$ cat config.mk
export PLATFORM = sky130hd
export DESIGN_NAME = sad_block_mem
export DESIGN_NICKNAME = d
export VERILOG_FILES = /design/src/rtl/sad_block_mem.sv
export SDC_FILE = /design/constraint.sdc
export NUM_CORES = 2
export LEC_CHECK = 0
export ABC_AREA = 1
export BUFFER_PORTS_ARGS = -buffer_cell sky130_fd_sc_hd__buf_2
export CAP_MARGIN = 20
export CORE_MARGIN = 4
export CORE_UTILIZATION = 30
export CTS_BUF_LIST = sky130_fd_sc_hd__clkbuf_8
export CTS_CLUSTER_SIZE = 14
export DETAILED_ROUTE_END_ITERATION = 6
export PLACE_DENSITY = 0.54
export SLEW_MARGIN = 5
export SYNTH_ARGS = -nofsm -noshare
export SYNTH_HDL_FRONTEND = slang
export SYNTH_SLANG_ARGS = --single-unit
$ cat constraint.sdc
create_clock -name clk -period 2.3 [get_ports clk]
set_input_delay 0.345 -clock clk [delete_from_list [all_inputs] [get_ports clk]]
set_output_delay 0.345 -clock clk [all_outputs]
set_load 0.1 [all_outputs]
$ cat src/rtl/sad_block_mem.sv
// A/B block store answering the SAD datapath's AB_addr with combinational A_data/B_data.
// Optional feature macro: DOUBLE_BUF_EN (two banks so a load overlaps a SAD run on the other bank).
module sad_block_mem #(
  parameter int DEPTH = 256,
  parameter int DW    = 8,
  parameter int AW    = 9
) (
  input  logic          clk,
  input  logic          rst,
  input  logic          ld_valid,
  input  logic [DW-1:0] ld_data,
  output logic          ld_ready,
  output logic          blk_valid,
  input  logic          blk_release,
  input  logic [AW-1:0] AB_addr,
  output logic [DW-1:0] A_data,
  output logic [DW-1:0] B_data,
  output logic          ld_done
);

  localparam int LW = $clog2(DEPTH);
`ifdef DOUBLE_BUF_EN
  localparam int NB = 2;
  localparam int IW = LW + 1;
`else
  localparam int NB = 1;
  localparam int IW = LW;
`endif

  localparam logic [1:0] S_LOAD_A = 2'd0;
  localparam logic [1:0] S_LOAD_B = 2'd1;
  localparam logic [1:0] S_FULL   = 2'd2;

  logic [1:0]    r_state;
  logic [LW-1:0] r_wr_cnt;
  logic          r_ld_done;
  logic [DW-1:0] r_mem_a [0:NB*DEPTH-1];
  logic [DW-1:0] r_mem_b [0:NB*DEPTH-1];

  logic          w_xfer;
  logic          w_cnt_last;
  logic          w_last;
  logic          w_release;
  logic          w_goto_full;
  logic          w_rd_ok;
  logic [IW-1:0] w_wr_idx;
  logic [IW-1:0] w_rd_idx;

  assign w_xfer     = ld_valid & ld_ready & ~rst;
  assign w_cnt_last = (r_wr_cnt == LW'(DEPTH - 1));
  assign w_last     = w_xfer & w_cnt_last & (r_state == S_LOAD_B);
  assign w_release  = blk_release & blk_valid;

`ifdef DOUBLE_BUF_EN
  logic       r_wr_bank;
  logic       r_rd_bank;
  logic [1:0] r_bank_full;
  logic [1:0] w_bank_full_next;

  // Completion and release may hit different banks in the same cycle; both apply.
  for (genvar gi = 0; gi < 2; gi++) begin : g_bank
    assign w_bank_full_next[gi] =
        (r_bank_full[gi] & ~(w_release & (r_rd_bank == 1'(gi)))) |
        (w_last & (r_wr_bank == 1'(gi)));
  end

  always_ff @(posedge clk) begin
    if (rst) begin
      r_wr_bank   <= 1'b0;
      r_rd_bank   <= 1'b0;
      r_bank_full <= 2'b00;
    end else begin
      r_bank_full <= w_bank_full_next;
      if (w_last)
        r_wr_bank <= ~r_wr_bank;
      if (w_release)
        r_rd_bank <= ~r_rd_bank;
    end
  end

  assign ld_ready    = ~r_bank_full[r_wr_bank];
  assign blk_valid   = r_bank_full[r_rd_bank];
  assign w_goto_full = &w_bank_full_next;
  assign w_wr_idx    = {r_wr_bank, r_wr_cnt};
  assign w_rd_idx    = {r_rd_bank, AB_addr[LW-1:0]};
`else
  assign ld_ready    = (r_state != S_FULL);
  assign blk_valid   = (r_state == S_FULL);
  assign w_goto_full = 1'b1;
  assign w_wr_idx    = r_wr_cnt;
  assign w_rd_idx    = AB_addr[LW-1:0];
`endif

  always_ff @(posedge clk) begin
    if (rst) begin
      r_state   <= S_LOAD_A;
      r_wr_cnt  <= '0;
      r_ld_done <= 1'b0;
    end else begin
      r_ld_done <= w_last;
      if (w_xfer)
        r_wr_cnt <= r_wr_cnt + 1'b1;
      case (r_state)
        S_LOAD_A: if (w_xfer && w_cnt_last) r_state <= S_LOAD_B;
        S_LOAD_B: if (w_last) r_state <= w_goto_full ? S_FULL : S_LOAD_A;
        S_FULL:   if (w_release) r_state <= S_LOAD_A;
        default:  r_state <= S_LOAD_A;
      endcase
    end
  end

  // Storage has no reset; contents are only visible once blk_valid is set.
  always_ff @(posedge clk) begin
    if (w_xfer) begin
      if (r_state == S_LOAD_A)
        r_mem_a[w_wr_idx] <= ld_data;
      else
        r_mem_b[w_wr_idx] <= ld_data;
    end
  end

  // Overflow address (loop exit) and an unreadable pair both return zero.
  assign w_rd_ok = blk_valid & ~AB_addr[AW-1];
  assign A_data  = w_rd_ok ? r_mem_a[w_rd_idx] : '0;
  assign B_data  = w_rd_ok ? r_mem_b[w_rd_idx] : '0;
  assign ld_done = r_ld_done;

endmodule

==> metrics.cfg <==
[outcome]
outcome = finished, violations left
violations = negative setup slack

[floorplanning]
fp.dieW_um = 756
coreArea_mm2 = 0.557
ios = 40
start_util_pct = 30.1
num_rows = 274
die_y_um = 756
dieArea_mm2 = 0.572

[yosys]
netlist.area_leader.share_pct = 73.2
synth_area_per_cell_um2 = 12.0
synth_area_leaders = edfxtp_1 73%, nand3_1 12%, nand2_1 9.2%
netlist_area_mm2 = 0.168
ys_ff_latch = 4107
syn_nets = 14100
synth_warnings = 0
yosysSeqAreaShare_pct = 73.3
synth_cell_types = 23
syn_inst = 14000
synth_top_cell_by_area = edfxtp_1

[drt]
ant_nets = 0
drt_iter0_drc = 12500
drc = 0
dr_wl_met2_um = 244000
topRoutingLayerUsed = met4
wl_um = 532000
via_per_inst = 4.99
first_pass_iters = 6
wl_met3_um = 38400
dr_total_vias = 116000
wire_per_inst_um = 22.9
met1_length_um = 235000

[final_layout]
final_cell_mix = 4096 x edfxtp_1, 4054 x nand2_1, 3359 x nand3_1, 1098 x buf_4, 708 x clkbuf_8
multi_input_area_mm2 = 0.0470
ff_latch_area_mm2 = 0.123
stdcell_count = 23300
nNetsFinal = 15300
syn2layout_area_growth_pct = 25.0
drive_gt1_share_pct = 22.8
mostFrequentLayoutCell = edfxtp_1
fillers = 53400

[setup_path]
rr_worst_depth = 11
criticalPathCategory = reg2out
r2r_start = r_state[0]
slowest_stage = edfxtp_1
max_stage_delay_ps = 350
worstPathRequired_ps = 1960
worstPathArrival_ps = 3190
worstSetupStartpointType = register
crit_path_max_fanout = 1
cpLargestDelayFamily = simple AND/OR/NAND/NOR gates
critPathBufInv = 2
reg2reg_slack_ps = 10
path_common_cell = nor2_4
reg2reg_to = r_mem_a[45][6]
path_cells = o21ai_0 -> o22ai_1 -> nand2_1 -> nand3_1 -> nand2_1 -> nor2_4 -> nor2_4 -> nor2_2 -> nor2_4 -> nor2_4 -> buf_12 -> buf_16
end_kind = primary output

[sta]
maxSlewHeadroom_pct = 43.7
rsz0062_at_grt = true
finalMaxSlewViolations = 0
fin_crit_ps = 3530
setup_slack_ps = -1230
worst_pin_slew_ps = 842
max_freq_mhz = 283
finalSetupViolations = 18
clock_skew_ps = 78.0
final-hold-violation-count = 0
period_share_pct = 154

[clocking]
clk_path_buf_depth = 4
numCtsBuffers = 695
cts-root-buf = clkbuf_8
worstSkewPairLatency_ps = 1250
cts_sinks = 4107
cts_max_level = 6
cts_tree = built
path_clk_slew_ps = 60

[global_route]
grt_overflow = 0
grt_max_degree = 104
antenna_found_initial = 13
track_usage_pct = 18.0
grt_pass1_vias = 113000
grt_pass1_wl_um = 775000

[pwr]
irDropWorstVdd_v = 0.000530
power.density_mw_per_mm2 = 737
pwr-share-seq_pct = 53.2
leakagePower_nw = 75.9
switching_share_pct = 24.9
power.internal_mw = 116
p_sw_mw = 38.5
clkPwrFrac_pct = 38.9
p_comb_share_pct = 7.9
total_power_mw = 155

[run]
drv_cap = 0

[hold_path]
whs_endpoint = r_mem_b[130][2]
worstHoldStart = ld_data[2]
holdPathStages = 2
hold_class = in2reg

[placement]
dp_hpwl_um = 338000
placedCellCount = 22000
place_congestion = 0.866
port_buffers = 39

==> worst max-delay path by stage <==
stage | startpoint | slack, ps | to | cells after the start
finish | r_mem_a[26][4] | -1230 | A_data[4] | 12
global route | r_mem_a[239][4] | -1350 | A_data[4] | 13
CTS | r_mem_b[121][3] | -1350 | B_data[3] | 12
detailed placement | AB_addr[0] | -1750 | A_data[7] | 17
global placement | AB_addr[0] | -1790 | A_data[7] | 18
floorplan | AB_addr[0] | -380 | A_data[4] | 15
==> through the flow <==
stage	hold WS [ps]	setup WS, ps	cell area [um2]	TNS (ps)	utilization, %
floorplan	444	-384	172000	-167620	-
global placement	515	-1790	193000	-76240	34.6
detailed placement	521	-1750	193000	-72660	34.6
CTS	48.4	-1350	208000	-20980	37.3
global route	136	-1350	210000	-23150	37.7
finish	164	-1230	210000	-18400	37.7
==> layout make-up <==
type                            instances  share of cell area [%]
Clock buffer                          708                    4.64
Multi-Input combinational cell       8837                    22.4
Inverter                               27                  0.0786
Antenna cell                            5                 0.00596
Tap cell                             7452                    4.44
Timing Repair Buffer                 1605                    8.48
Clock inverter                        532                    1.31
Sequential cell                      4107                    58.7
==> Yosys cell counts <==
cell       number
clkbuf_2        1
buf_6          99
o21ai_0        69
buf_8           1
nand3_1      3868
ha_1            4
nor3_1        512
edfxtp_1     4096
dfxtp_1        11
a2111oi_0       1
clkbuf_1      265
a211oi_1        2
inv_1          23
a21oi_1        36
inv_2           3
buf_12          1
buf_2         532
inv_6           1
buf_4          98
nor2_1        186
buf_1          63
nand2_1      4127
o22ai_1        32
==> power groups by stage <==
stage	sequential [mW]	combinational [mW]	clock (mW)
2_1_floorplan	83.9	5.30	0
3_3_place_gp	83.9	11.3	0
3_5_place_dp	83.9	11.3	0
4_1_cts	82.3	11.9	61.4
5_1_grt	82.3	13.0	65.0
6_report	82.3	12.2	60.1
==> layer usage <==
layer	vias to the layer above	global-route usage [%]
met1	57800	25.7
met2	4373	28.5
met5	-	0
li1	53000	-
met3	789	2.65
met4	0	5.01
==> cell families (layout without fill, tap and decap cells) <==
kind of cell / Yosys count / after routing / share of synthesized area, %
adder cells (fa/ha/maj): 4 / 4 / 0.0298
AO/OA/AOI/OAI: 140 / 140 / 0.446
other: 0 / 5 / 0
AND/OR/NAND/NOR: 8693 / 8693 / 22.7
buffers and inverters: 1087 / 2872 / 3.51
flip-flops: 4107 / 4107 / 73.3
==> sequential cells by signal (all words and copies together) (netlist names) <==
name and flops:
ld_done 1, r_state 2, r_mem_a 2048, r_wr_cnt 8
r_mem_b 2048
==> what timing repair did <==
action                      CTS  global route
setup endpoints to repair   620           610
buffers inserted              3            15
hold buffers                 20             0
hold endpoints to repair   4235             0
pin swaps                   144           182
gates resized for setup     535           433
cloned                        0             1
Note: power is estimated with default switching activity, not from simulation.
